--- src/rtl/sysctrl_param_if.sv ---
// ============================================================================
//  Module   : sysctrl_param_if
//  Purpose  : MCU byte-stream link between the MCU bridge and sysctrl_param.
//  Revision : 1.0
// ============================================================================
`default_nettype none

interface sysctrl_param_if;
   logic       data_in_strobe;
   logic       data_in_start;
   logic [7:0] data_in;
   logic [7:0] data_out;
   logic       int_out_n;

   modport master (
      output data_in_strobe,
      output data_in_start,
      output data_in,
      input  data_out,
      input  int_out_n
   );

   modport slave (
      input  data_in_strobe,
      input  data_in_start,
      input  data_in,
      output data_out,
      output int_out_n
   );
endinterface

`default_nettype wire

--- src/rtl/sysctrl_param.sv ---
// ============================================================================
//  Module   : sysctrl_param
//  Purpose  : MCU system-control slave (status, LEDs, colour, buttons, config
//             slots, interrupts, coldboot, power-on timeout). Optional config
//             readback (CMD 7) is enabled by defining SYSCTRL_READBACK_EN.
//  Revision : 1.0
// ============================================================================
`default_nettype none

module sysctrl_param #(
   parameter logic [7:0]                 CORE_ID       = 8'h05,
   parameter int                         NUM_CFG       = 16,
   parameter int                         CFG_W         = 4,
   parameter logic [7:0]                 ID_BASE       = 8'h41,
   parameter logic [NUM_CFG*CFG_W-1:0]   CFG_DEFAULTS  = '0,
   parameter int                         RESET_TIMEOUT = 80_000_000,
   parameter logic [23:0]                TIMEOUT_COLOR = 24'h000202
) (
   input  wire logic                     clk,
   input  wire logic                     reset,
   sysctrl_param_if.slave                link,
   input  wire logic [7:0]               int_in,
   output logic [7:0]                    int_ack,
   input  wire logic [1:0]               buttons,
   output logic [1:0]                    leds,
   output logic [23:0]                   color,
   output logic [1:0]                    system_reset,
   output logic                          cold_boot,
   output logic [NUM_CFG*CFG_W-1:0]      cfg_flat,
   output logic [NUM_CFG-1:0]            cfg_wr
);

   localparam int             TO_W    = (RESET_TIMEOUT > 1) ? $clog2(RESET_TIMEOUT + 1) : 1;
   localparam logic [TO_W-1:0] TO_INIT = TO_W'(RESET_TIMEOUT);
   localparam logic [TO_W-1:0] TO_ONE  = TO_W'(1);
   localparam logic [7:0]     ID_R    = 8'h52;

   localparam logic [7:0] CMD_STATUS  = 8'd0;
   localparam logic [7:0] CMD_LED     = 8'd1;
   localparam logic [7:0] CMD_COLOR   = 8'd2;
   localparam logic [7:0] CMD_BUTTONS = 8'd3;
   localparam logic [7:0] CMD_CFG     = 8'd4;
   localparam logic [7:0] CMD_INT     = 8'd5;
   localparam logic [7:0] CMD_COLD    = 8'd6;
`ifdef SYSCTRL_READBACK_EN
   localparam logic [7:0] CMD_READ    = 8'd7;
`endif

   logic [7:0]         r_cmd;
   logic [3:0]         r_idx;
   logic [7:0]         r_cfg_id;
   logic [7:0]         r_data_out;
   logic [1:0]         r_leds;
   logic [23:0]        r_color;
   logic [1:0]         r_sys_reset;
   logic               r_cold_boot;
   logic               r_sys_int;
   logic [7:1]         r_int_pend;
   logic [7:0]         r_int_ack;
   logic [TO_W-1:0]    r_tmo;
   logic [CFG_W-1:0]   r_cfg [NUM_CFG];
   logic [NUM_CFG-1:0] r_cfg_wr;

   logic               w_byte;
   logic [7:0]         w_slot;
   logic               w_slot_ok;
   logic               w_cfg_write;
   logic               w_r_write;
   logic [NUM_CFG-1:0] w_wr_vec;
   logic [7:0]         w_dout;
   logic               w_unused_ok;

   function automatic logic [7:0] rev8(input logic [7:0] v);
      logic [7:0] r;
      for (int i = 0; i < 8; i++) r[i] = v[7-i];
      return r;
   endfunction

   assign w_unused_ok = int_in[0];

   // Payload byte of an open frame; r_idx==0 means no frame has been started.
   always_comb begin
      w_byte      = link.data_in_strobe && !link.data_in_start && (r_idx != 4'd0);
      w_slot      = r_cfg_id - ID_BASE;
      w_slot_ok   = (r_cfg_id >= ID_BASE) && (32'(w_slot) < 32'(NUM_CFG));
      w_r_write   = w_byte && (r_cmd == CMD_CFG) && (r_idx == 4'd2) && (r_cfg_id == ID_R);
      w_cfg_write = w_byte && (r_cmd == CMD_CFG) && (r_idx == 4'd2) && (r_cfg_id != ID_R)
                    && w_slot_ok;
      for (int k = 0; k < NUM_CFG; k++) begin
         w_wr_vec[k] = w_cfg_write && (w_slot == 8'(k));
      end
   end

`ifdef SYSCTRL_READBACK_EN
   logic [7:0] w_rb;

   always_comb begin
      w_rb = 8'hFF;
      if (r_cfg_id == ID_R) begin
         w_rb = {6'b0, r_sys_reset};
      end else if (w_slot_ok) begin
         w_rb = '0;
         for (int k = 0; k < NUM_CFG; k++) begin
            if (w_slot == 8'(k)) w_rb[CFG_W-1:0] = r_cfg[k];
         end
      end
   end
`endif

   always_comb begin
      w_dout = r_data_out;
      if (w_byte) begin
         case (r_cmd)
            CMD_STATUS: begin
               case (r_idx)
                  4'd1:    w_dout = 8'h5C;
                  4'd2:    w_dout = 8'h42;
                  4'd3:    w_dout = CORE_ID;
                  default: w_dout = 8'h00;
               endcase
            end
            CMD_BUTTONS: w_dout = {6'b0, buttons};
            CMD_INT:     w_dout = {r_int_pend, r_sys_int};
            CMD_COLD:    w_dout = {7'b0, r_cold_boot};
`ifdef SYSCTRL_READBACK_EN
            CMD_READ:    if (r_idx >= 4'd2) w_dout = w_rb;
`endif
            default:     w_dout = r_data_out;
         endcase
      end
   end

   always_ff @(posedge clk) begin
      if (reset) begin
         r_cmd       <= '0;
         r_idx       <= '0;
         r_cfg_id    <= '0;
         r_data_out  <= '0;
         r_leds      <= '0;
         r_color     <= '0;
         r_sys_reset <= 2'd3;
         r_cold_boot <= 1'b1;
         r_sys_int   <= 1'b1;
         r_int_pend  <= '0;
         r_int_ack   <= '0;
         r_tmo       <= TO_INIT;
         r_cfg_wr    <= '0;
         for (int k = 0; k < NUM_CFG; k++) r_cfg[k] <= CFG_DEFAULTS[k*CFG_W +: CFG_W];
      end else begin
         r_data_out <= w_dout;
         r_int_ack  <= '0;
         r_cfg_wr   <= w_wr_vec;
         r_int_pend <= int_in[7:1] | (r_int_pend & ~r_int_ack[7:1]);
         if (r_int_ack[0]) r_sys_int <= 1'b0;

         // Timeout expiry loses to an "R" write landing on the same cycle.
         if (r_tmo != '0) begin
            r_tmo <= r_tmo - TO_ONE;
            if ((r_tmo == TO_ONE) && !w_r_write) begin
               r_sys_reset <= 2'd0;
               r_color     <= TIMEOUT_COLOR;
            end
         end

         for (int k = 0; k < NUM_CFG; k++) begin
            if (w_wr_vec[k]) r_cfg[k] <= link.data_in[CFG_W-1:0];
         end

         if (link.data_in_strobe && link.data_in_start) begin
            r_cmd <= link.data_in;
            r_idx <= 4'd1;
         end else if (w_byte) begin
            if (r_idx != 4'hF) r_idx <= r_idx + 4'd1;
            case (r_cmd)
               CMD_LED: if (r_idx == 4'd1) r_leds <= link.data_in[1:0];
               CMD_COLOR: begin
                  case (r_idx)
                     4'd1:    r_color[15:8]  <= rev8(link.data_in);
                     4'd2:    r_color[7:0]   <= rev8(link.data_in);
                     4'd3:    r_color[23:16] <= rev8(link.data_in);
                     default: ;
                  endcase
               end
               CMD_CFG: begin
                  if (r_idx == 4'd1) r_cfg_id <= link.data_in;
                  if (w_r_write) begin
                     r_sys_reset <= link.data_in[1:0];
                     r_tmo       <= '0;
                  end
               end
               CMD_INT:  if (r_idx == 4'd1) r_int_ack <= link.data_in;
               CMD_COLD: if (r_idx == 4'd1) r_cold_boot <= 1'b0;
`ifdef SYSCTRL_READBACK_EN
               CMD_READ: if (r_idx == 4'd1) r_cfg_id <= link.data_in;
`endif
               default: ;
            endcase
         end
      end
   end

   generate
      for (genvar k = 0; k < NUM_CFG; k++) begin : g_flat
         assign cfg_flat[k*CFG_W +: CFG_W] = r_cfg[k];
      end
   endgenerate

   assign link.data_out  = r_data_out;
   assign link.int_out_n = ~((|r_int_pend) | r_sys_int);
   assign int_ack        = r_int_ack;
   assign leds           = r_leds;
   assign color          = r_color;
   assign system_reset   = r_sys_reset;
   assign cold_boot      = r_cold_boot;
   assign cfg_wr         = r_cfg_wr;

endmodule

`default_nettype wire

--- src/flat_wrapper.sv ---
// flat-port wrapper written by rule: the top's interface ports become plain ports
module sysctrl_param_flat 
#(
   parameter logic [7:0]                 CORE_ID       = 8'h05,
   parameter int                         NUM_CFG       = 16,
   parameter int                         CFG_W         = 4,
   parameter logic [7:0]                 ID_BASE       = 8'h41,
   parameter logic [NUM_CFG*CFG_W-1:0]   CFG_DEFAULTS  = '0,
   parameter int                         RESET_TIMEOUT = 80_000_000,
   parameter logic [23:0]                TIMEOUT_COLOR = 24'h000202
)
  (clk, reset, int_in, int_ack, buttons, leds, color, system_reset, cold_boot, cfg_flat, cfg_wr, link_data_in_strobe, link_data_in_start, link_data_in, link_data_out, link_int_out_n);
  sysctrl_param_if link_i ();
  input  wire logic clk;
  input  wire logic reset;
  input  wire logic [7:0] int_in;
  output logic [7:0] int_ack;
  input  wire logic [1:0] buttons;
  output logic [1:0] leds;
  output logic [23:0] color;
  output logic [1:0] system_reset;
  output logic cold_boot;
  output logic [NUM_CFG*CFG_W-1:0] cfg_flat;
  output logic [NUM_CFG-1:0] cfg_wr;
  input wire logic [$bits(link_i.data_in_strobe)-1:0] link_data_in_strobe;
  input wire logic [$bits(link_i.data_in_start)-1:0] link_data_in_start;
  input wire logic [$bits(link_i.data_in)-1:0] link_data_in;
  output wire logic [$bits(link_i.data_out)-1:0] link_data_out;
  output wire logic [$bits(link_i.int_out_n)-1:0] link_int_out_n;
  assign link_i.data_in_strobe = link_data_in_strobe;
  assign link_i.data_in_start = link_data_in_start;
  assign link_i.data_in = link_data_in;
  assign link_data_out = link_i.data_out;
  assign link_int_out_n = link_i.int_out_n;
  sysctrl_param #(.CORE_ID(CORE_ID), .NUM_CFG(NUM_CFG), .CFG_W(CFG_W), .ID_BASE(ID_BASE), .CFG_DEFAULTS(CFG_DEFAULTS), .RESET_TIMEOUT(RESET_TIMEOUT), .TIMEOUT_COLOR(TIMEOUT_COLOR)) u_core (.clk(clk), .reset(reset), .link(link_i), .int_in(int_in), .int_ack(int_ack), .buttons(buttons), .leds(leds), .color(color), .system_reset(system_reset), .cold_boot(cold_boot), .cfg_flat(cfg_flat), .cfg_wr(cfg_wr));
endmodule
--- config.mk ---
export PLATFORM = sky130hd
export DESIGN_NAME = sysctrl_param_flat
export DESIGN_NICKNAME = d
export VERILOG_FILES = /design/src/rtl/sysctrl_param_if.sv /design/src/rtl/sysctrl_param.sv /design/src/flat_wrapper.sv
export SDC_FILE = /design/constraint.sdc
export NUM_CORES = 1
export LEC_CHECK = 0
export ABC_AREA = 1
export CORE_MARGIN = 2
export CORE_UTILIZATION = 49
export CTS_CLUSTER_SIZE = 10
export DETAILED_ROUTE_END_ITERATION = 8
export PLACE_DENSITY = 0.83
export SETUP_SLACK_MARGIN = 0.3
export SLEW_MARGIN = 15
export SYNTH_ARGS = -nofsm -noshare
export SYNTH_HDL_FRONTEND = slang
export SYNTH_SLANG_ARGS = --single-unit
--- constraint.sdc ---
create_clock -name clk -period 2.6 [get_ports clk]
set_clock_uncertainty 0.05 [all_clocks]
set_input_delay 0.78 -clock clk [delete_from_list [all_inputs] [get_ports clk]]
set_output_delay 0.78 -clock clk [all_outputs]
set_load 0.05 [all_outputs]
After elaboration in Yosys (flattened, before gate mapping)
Memories as Yosys holds them, arrays and structs flattened.
Cells that the tools add are included.
{"block": "op_classes", "addsub": 3, "shift": 0, "n_lt_le_gt_ge": 2, "reduce_logical": 44, "n_mul": 0, "eq_ne": 28, "bitwise_logic": 25, "div": 0, "n_mux": 90}
{"cell": "27-bit two-way mux", "n": 5}
{"cell": "24-bit two-way mux", "n": 5}
{"cell": "8-bit by 4-bit equality test with 1-bit output, second input constant", "n": 8}
{"cell": "4-bit two-way mux", "n": 16}
{"cell": "8-bit by 3-bit equality test with 1-bit output, second input constant", "n": 7}
{"cell": "1-bit two-way mux", "n": 53}
{"cell": "8-bit by 2-bit equality test with 1-bit output, second input constant", "n": 4}
{"cell": "8-bit case mux with 4 select lines", "n": 1}
{"cell": "27-bit by 1-bit equality test with 1-bit output, second input constant", "n": 1}
{"cell": "27-bit nonzero test", "n": 1}
{"cell": "27-bit by 1-bit subtractor with 27-bit output, second input constant", "n": 1}
{"cell": "1-bit logical AND", "n": 26}
{"cell": "8-bit two-way mux", "n": 3}
{"cell": "7-bit case mux with 3 select lines", "n": 1}
{"cell": "1-bit OR", "n": 17}
{"cell": "8-bit by 1-bit equality test with 1-bit output, second input constant", "n": 2}
{"cell": "8-bit logical NOT", "n": 2}
{"cell": "2-bit two-way mux", "n": 6}
{"cell": "4-bit AND reduction", "n": 3}
{"cell": "4-bit by 2-bit equality test with 1-bit output, second input constant", "n": 2}
{"cell": "8-bit by 7-bit equality test with 1-bit output, second input constant", "n": 1}
{"cell": "8-bit by 7-bit >= comparator with 1-bit output, second input constant", "n": 1}
{"cell": "8-bit by 5-bit < comparator with 1-bit output, second input constant", "n": 1}
{"cell": "8-bit by 7-bit inequality test with 1-bit output, second input constant", "n": 1}
{"cell": "15 further kinds", "n": 24}
{"block": "totals", "memories": 1, "latchBits": 0, "word_cells": 207, "reg_bits": 116, "rom_bits": 0, "output_inout_bits": 126, "ram_bits": 64, "inputBits": 22}
{"memory": "u_core.r_cfg", "depth": 16, "width": 4, "rd": 16, "rd_clocked_by_memory_dff": 0, "wr": 16, "line": "sysctrl_param.sv:61", "rtl": "logic [CFG_W-1:0] r_cfg [NUM_CFG];"}

Depth between registers and ports, before layout
{"block": "depth", "ltp_word": 14, "mapped_depth": 13, "mapped_depth_nobuf": 12}

Least setup slack after synthesis
No wires, ideal clock.
{"block": "synth_path", "kind": "in2reg", "from": "in link_data_in_start", "to": "mem u_core.r_cfg[1][0], in the netlist u_core.r_cfg[0][4] (enable)", "path_buffers": 1, "setup_time_ns": 0.309, "cell_stages": 8, "t_arrival_ns": 1.881, "setup_slack_ns": 0.360, "cell_sequence": "inv_1 > nand2_1 > a21oi_2 > buf_2 > nand3_1 > nor2_1 > nand4_1 > nand2_1"}
{"element": "from (decl)", "line": "flat_wrapper.sv:26", "rtl": "input wire logic [$bits(link_i.data_in_start)-1:0] link_data_in_start;"}
{"element": "to (decl)", "line": "sysctrl_param.sv:61"}

Final worst setup path
{"block": "layout_path", "from": "reg u_core.r_int_pend[5] (netlist name)", "to": "out link_int_out_n"}
{"block": "layout_via", "elab_chain_cells": 3}
{"element": "from (decl)", "line": "sysctrl_param.sv:58", "rtl": "logic [7:1] r_int_pend;"}
{"element": "from (signal assigned)", "line": "sysctrl_param.sv:153", "rtl": "r_int_pend <= int_in[7:1] | (r_int_pend & ~r_int_ack[7:1]);"}
{"element": "7-bit OR reduction", "line": "sysctrl_param.sv:209", "rtl": "assign link.int_out_n = ~((|r_int_pend) | r_sys_int);"}
{"element": "1-bit OR", "line": "sysctrl_param.sv:209"}
{"element": "1-bit NOT", "line": "sysctrl_param.sv:209"}
{"element": "to (decl)", "line": "flat_wrapper.sv:29", "rtl": "output wire logic [$bits(link_i.int_out_n)-1:0] link_int_out_n;"}
No other way between the ends.

==> flow_metrics.tcl <==
set metrics [dict create \
    cp_data_required_time_ps 1770 \
    synth_nets 888 \
    hold_buffers 0 \
    power.total_mw 6.275 \
    syn-cell-area_um2 7443 \
    swShare_pct 27.95 \
    tritoncts "built" \
    vdd_drop_max_uv 487.5 \
    layout-drive-gt1-share_pct 10.72 \
    clkLatencyLatePin_ps 440 \
    core_area_um2 15030 \
    yosysWarnings 0 \
    hold_viol_final 0 \
    avgSynthCellArea_um2 8.665 \
    synth-seq-cells 180 \
    core.rowCount 45 \
    cts_buffers 17 \
    rsz0062_at_grt "no" \
    r2r_slack_ps 410 \
    start_kind "flop" \
    grt_overflow_total 0 \
    min_path_type "reg2reg" \
    power_frac_clock_pct 38.0 \
    cts_max_level 4 \
    cp-startpoint "u_core.r_int_pend[5]" \
    drv_cap 0 \
    ys_seq_area_share_pct 57.02 \
    relSlewSlack_pct 57.25 \
    worstHoldStart "u_core.color[22]" \
    routedWlPerCell_um 15.37 \
    intPower_mw 4.522 \
    comb_power_share_pct 12.8 \
    cts_root_buf "clkbuf_16" \
    criticalPathCategory "reg2out" \
    maxSlewViolCount 0 \
    power_frac_seq_pct 49.3 \
    pin_count 148 \
    fin_crit_ps 2224 \
    ant_nets 0 \
    crit_path_max_fanout 3 \
    first_global_vias 6089 \
    fmax_ghz 0.4497 \
    dp_hpwl_um 13760 \
    first_pass_iters 6 \
    cts_max_path_buffers 2 \
    dr_total_vias 6469 \
    grt_usage_pct 24.08 \
    grt_start_max_net_pins 49 \
    timing.hold.ws_ps 408.8 \
    dieArea_um2 16190 \
    synth_cell_types 37 \
    clk_pin_slew_ps 70 \
    clkSinkCount 180 \
    die_w_um 127.3 \
    critical_path_arrival_ps 1390 \
    p_leak_nw 4.487 \
    layout.nets 1070 \
    drt-vias-per-instance 5.209 \
    gp_congestion 0.9200 \
    area_delta_synth_final_pct 32.63 \
    power_density_nw_per_um2 635.7 \
    start_util_pct 49.51 \
    period_share_pct 85.54 \
    die_h_um 127.3 \
    synthCells 859 \
    r2r-start "u_core.r_idx[1]" \
    n_antenna_cell 0 \
    run_status "finished clean" \
    critical_path.endpoint_type "output port" \
    tightest_slew_ps 640.5 \
    tns_ps 0 \
    dr.first_iter.drc_count 530 \
    drc_errors 0 \
    p_sw_mw 1.754 \
    grt_pass1_wl_um 30240 \
    antenna_found_initial 0 \
    wl_um 19090 \
    final-setup-viol-count 0 \
    portBuffers 146 \
    fillers 1223 \
]
-- state kept, by name, summed over array words and instances, names as in the netlist, 4 cells and up --
signal / cells
u_core.r_cfg: 64
u_core.color: 24
u_core.cfg_wr: 16
u_core.link.data_out: 8
u_core.r_cfg_id: 8
u_core.r_cmd: 8
u_core.r_idx: 4
u_core.int_ack: 8
u_core.r_int_pend: 7
u_core.r_tmo: 27
-- Yosys cell counts (all sizes together) --
cell    instances  area, um^2
nor2          211       824.5
nand2         148       565.5
dfxtp         116        2322
inv            80       300.3
edfxtp         64        1922
nand3          48       245.2
nand4          33       256.5
o21ai          33       165.1
a21oi          24       123.9
nor3           20       116.4
clkbuf         18       67.56
xnor2          15       131.4
buf            12       78.82
a211oi          9       67.56
ha              7       87.58
xor2            7       61.31
a22oi           4       30.03
nand3b          2       15.01
nor3b           2       20.02
o211ai          2       15.01
o31ai           2       15.01
a31oi           1       6.260
and2            1       6.260
-- critical path: stages (launching register included) --
cell     delay, ps
dfxtp_1        330
nor3_1         200
nand4_1        140
nor2_2         120
buf_6          160
-- routing by layer --
metal	vias to the layer above	global-route usage, %	wire length, um
li1	3169	-	-
met1	2964	30.20	7955
met2	295	40.26	9187
met3	41	4.816	1437
met4	0	11.31	509
met5	-	0	0
-- final timing paths --
check	endpoint	cells past startpoint
worst max register to register	u_core.r_cfg[0][45]	9
worst min-delay path	u_core.color[22]	2
worst max-delay path	link_int_out_n	4
worst min register to register	u_core.color[22]	2
-- cells in the final DEF, fill, tap and decap left out, drive strengths merged --
| master | netlist | routed |
|---|---|---|
| clkinvlp | 0 | 2 |
| and2 | 1 | 1 |
| o21ai | 33 | 33 |
| nand4 | 33 | 33 |
| buf | 12 | 47 |
| nor3b | 2 | 2 |
| nor3 | 20 | 20 |
| clkinv | 0 | 4 |
| xnor2 | 15 | 15 |
| inv | 80 | 86 |
| a22oi | 4 | 4 |
| nand2 | 148 | 148 |
| a31oi | 1 | 1 |
| clkbuf | 18 | 21 |
| a21oi | 24 | 24 |
| nand3b | 2 | 2 |
| o31ai | 2 | 2 |
| dfxtp | 116 | 116 |
| nor2 | 211 | 211 |
| o211ai | 2 | 2 |
| dlygate4sd2 | 0 | 125 |
| a211oi | 9 | 9 |
| edfxtp | 64 | 64 |
| nand3 | 48 | 48 |
| ha | 7 | 7 |
| clkdlybuf4s50 | 0 | 18 |
| xor2 | 7 | 7 |
| dlymetal6s2s | 0 | 2 |
-- stage by stage --
step / utilization, % / area [um^2] / setup slack (ps) / cells
finish: 65.67 / 9872 / 376.1 / 1242
global route: 65.67 / 9872 / 302.0 / 1242
CTS: 65.27 / 9812 / 307.7 / 1241
detailed placement: 62.69 / 9424 / -154.4 / 1209
global placement: 62.69 / 9424 / -102.6 / 1209
floorplan: - / 7443 / 360.2 / 859
-- area by class of cell --
type	count	area, um^2	area share (%)
Clock buffer	20	446.7	4.525
Sequential cell	180	4245	43.00
Clock inverter	12	95.09	0.9632
Timing Repair Buffer	193	1769	17.92
Multi-Input combinational cell	569	2780	28.16
Inverter	80	300.3	3.042
Tap cell	188	235.2	2.383
-- power by group through the flow --
stage                     registers, mW  logic [mW]  clock network, mW
after floorplan                    3.34       0.366                  0
after global placement             3.15       0.815                  0
after detailed placement           3.15       0.830                  0
after CTS                          3.09       0.799               2.40
after global routing               3.10       0.868               2.54
final                              3.09       0.802               2.38
-- what timing repair did --
item | in CTS | in global routing
pin swaps | 0 | 2
setup endpoints to repair | 130 | 67
buffers inserted | 0 | 0
resized for setup | 126 | 11
hold endpoints to repair | 0 | 0
cloned | 0 | 1
-- cells by family (layout without fill, tap and decap cells) --
logic type                 count (synthesis)  count (layout)  synth area share, %
AOI/OAI and AO/OA                         75              75                5.681
xor gates and xnor gates                  22              22                2.589
buffers and inverters                    110             305                6.001
and+or+nand+nor                          465             465                27.53
adders and majority gates                  7               7                1.177
DFF                                      180             180                57.02
Power figures use the tool's default switching activity.
==> RTL change, RTL diff (same settings) <==
Add a define of `SYSCTRL_READBACK_EN`.
--- a/src/rtl/sysctrl_param.sv
+++ b/src/rtl/sysctrl_param.sv
@@ -8,2 +8,4 @@
 `default_nettype none
+
+`define SYSCTRL_READBACK_EN
 
Function: changed (Yosys sat finds a counterexample within 4 cycles, from zero or initial values and one cycle with reset high).
==> RTL change against the original RTL <==
Area after synthesis is 7.9% higher. Setup slack worse by 150 ps. Largest cell class unchanged. Clock power is 5% higher. Total power is 2.6% higher. Final area is 11% higher. Sequential power is 1% higher. Utilization is 3.0 points higher. Global-route usage is 1.7 points higher. Routed wire length is 23% higher. Highest routed layer unchanged. Sequential cell count stayed put. Via count is 16% higher. Sequential share of layout area is 4.1 points lower. Die area is 7.6% higher.
==> RTL change: results (changes against the original RTL) <==
- Outcome: finished clean (unchanged).
- The met1 track utilization from global routing is 0.312 (was 0.302).
- The mean instance size in the synthesized netlist is 8.38 sq um (was 8.67 sq um).
- The fraction of area in non-clock buffers is 0.173 (was 0.179).
- The area of combinational cells with multiple inputs is 3450 sq um (was 2780 sq um).
- The DRC marker count from the first detailed-route iteration came to 776 (was 530).
- The count of placed standard cells including taps is 1346 (was 1209).
- The minimum setup slack after placement is -220 ps (was -154 ps).
- The post-route met1 wirelength is 9240 microns (was 7960 microns).
- The post-layout net count came to 1195 (was 1070).
- The highest-delay cell along the critical path is sky130_fd_sc_hd__dfxtp_2 (was sky130_fd_sc_hd__dfxtp_1).
- The detail-routed via count per cell is 5.39 (was 5.21).
- The critical setup path kind was register to register (was register to output port).
- The combined global-route utilization of all metal layers came to 0.258 (was 0.241).
- The global-route wire length before repair was 35900 microns (was 30200 microns).
- The delay of the slowest cell on the worst path is 350 ps (was 330 ps).
- The fill cell instance count of the final layout is 1219 (was 1223).
- The sequential share of cell area was 0.389 (was 0.430).
- The routed wire length is 23500 microns (was 19100 microns).
- The source of the worst register-to-register timing path is u_core.r_cfg_id[0]$_SDFFE_PP0P_ (was u_core.r_idx[1]$_SDFFE_PP0P_).
- The met3 routing resource usage after global routing is 0.0438 (was 0.0482).
- The cell area after placement was 10100 sq um (was 9420 sq um).
- The global routing usage on met2 is 0.452 (was 0.403).
- The met2 layer wire length in the routed design is 11800 microns (was 9190 microns).
- The destination of the worst register-to-register timing path was u_core.link.data_out[2]$_SDFFE_PP0P_ (was u_core.r_cfg[0][45]$_DFFE_PP_).
- The fraction of final layout cells sized beyond drive strength 1 is 0.184 (was 0.107).
- The post-cts resize count was 150 (was 126).
- The data arrival time at the worst-slack endpoint was 2650 ps (was 1390 ps).
- The number of detailed-routing iterations run before antenna repair came to 7 (was 6).
- Synth cell count leaders: sky130_fd_sc_hd__nor2_1 (180), sky130_fd_sc_hd__nand2_1 (141), sky130_fd_sc_hd__dfxtp_1 (116) (was sky130_fd_sc_hd__nor2_1 (202), sky130_fd_sc_hd__nand2_1 (144), sky130_fd_sc_hd__dfxtp_1 (116)).
- The least setup slack across all paths after layout is 226 ps (was 376 ps).
-- RTL change: changes by cell type after synthesis, moves of 5 or more --
cell and delta:
sky130_fd_sc_hd__inv_1 +37, sky130_fd_sc_hd__nand3_1 +14, sky130_fd_sc_hd__o21ai_0 +18, sky130_fd_sc_hd__nand4_2 -7
sky130_fd_sc_hd__or2_1 +7, sky130_fd_sc_hd__xnor2_1 -7, sky130_fd_sc_hd__nor2_1 -22, sky130_fd_sc_hd__nand4_1 -5
sky130_fd_sc_hd__inv_2 +9, sky130_fd_sc_hd__a21oi_1 +25
-- RTL change: worst min-delay path by stage --
stage	from	endpoint	slack, ps	cells after the start
final	u_core.cold_boot$_SDFFE_PP1P_	u_core.cold_boot$_SDFFE_PP1P_	430	2
after global routing	u_core.link.data_out[7]$_SDFFE_PP0P_	u_core.link.data_out[7]$_SDFFE_PP0P_	450	2
after CTS	u_core.link.data_out[7]$_SDFFE_PP0P_	u_core.link.data_out[7]$_SDFFE_PP0P_	430	2
after detailed placement	u_core.link.data_out[7]$_SDFFE_PP0P_	u_core.link.data_out[7]$_SDFFE_PP0P_	420	2
after global placement	u_core.color[11]$_SDFF_PP0_	u_core.color[11]$_SDFF_PP0_	400	2
after floorplan	u_core.r_sys_int$_SDFFE_PP1P_	u_core.r_sys_int$_SDFFE_PP1P_	400	2
-- RTL change: where the power goes --
part / switching, mW / internal [mW]
combinational: 0.579 / 0.239
clock: 1.06 / 1.43
sequential: 0.104 / 3.03
total: 1.74 / 4.70
-- RTL change: logic make-up (layout without fill, tap and decap cells) --
family,after synthesis,count (layout),synth area share
AO/OA/AOI/OAI,123,123,0.0862
XOR/XNOR,17,17,0.0185
adder cells (fa/ha/maj),7,7,0.0109
buffers and inverters,152,373,0.0757
flip-flops,180,180,0.529
AND/OR/NAND/NOR,479,479,0.280
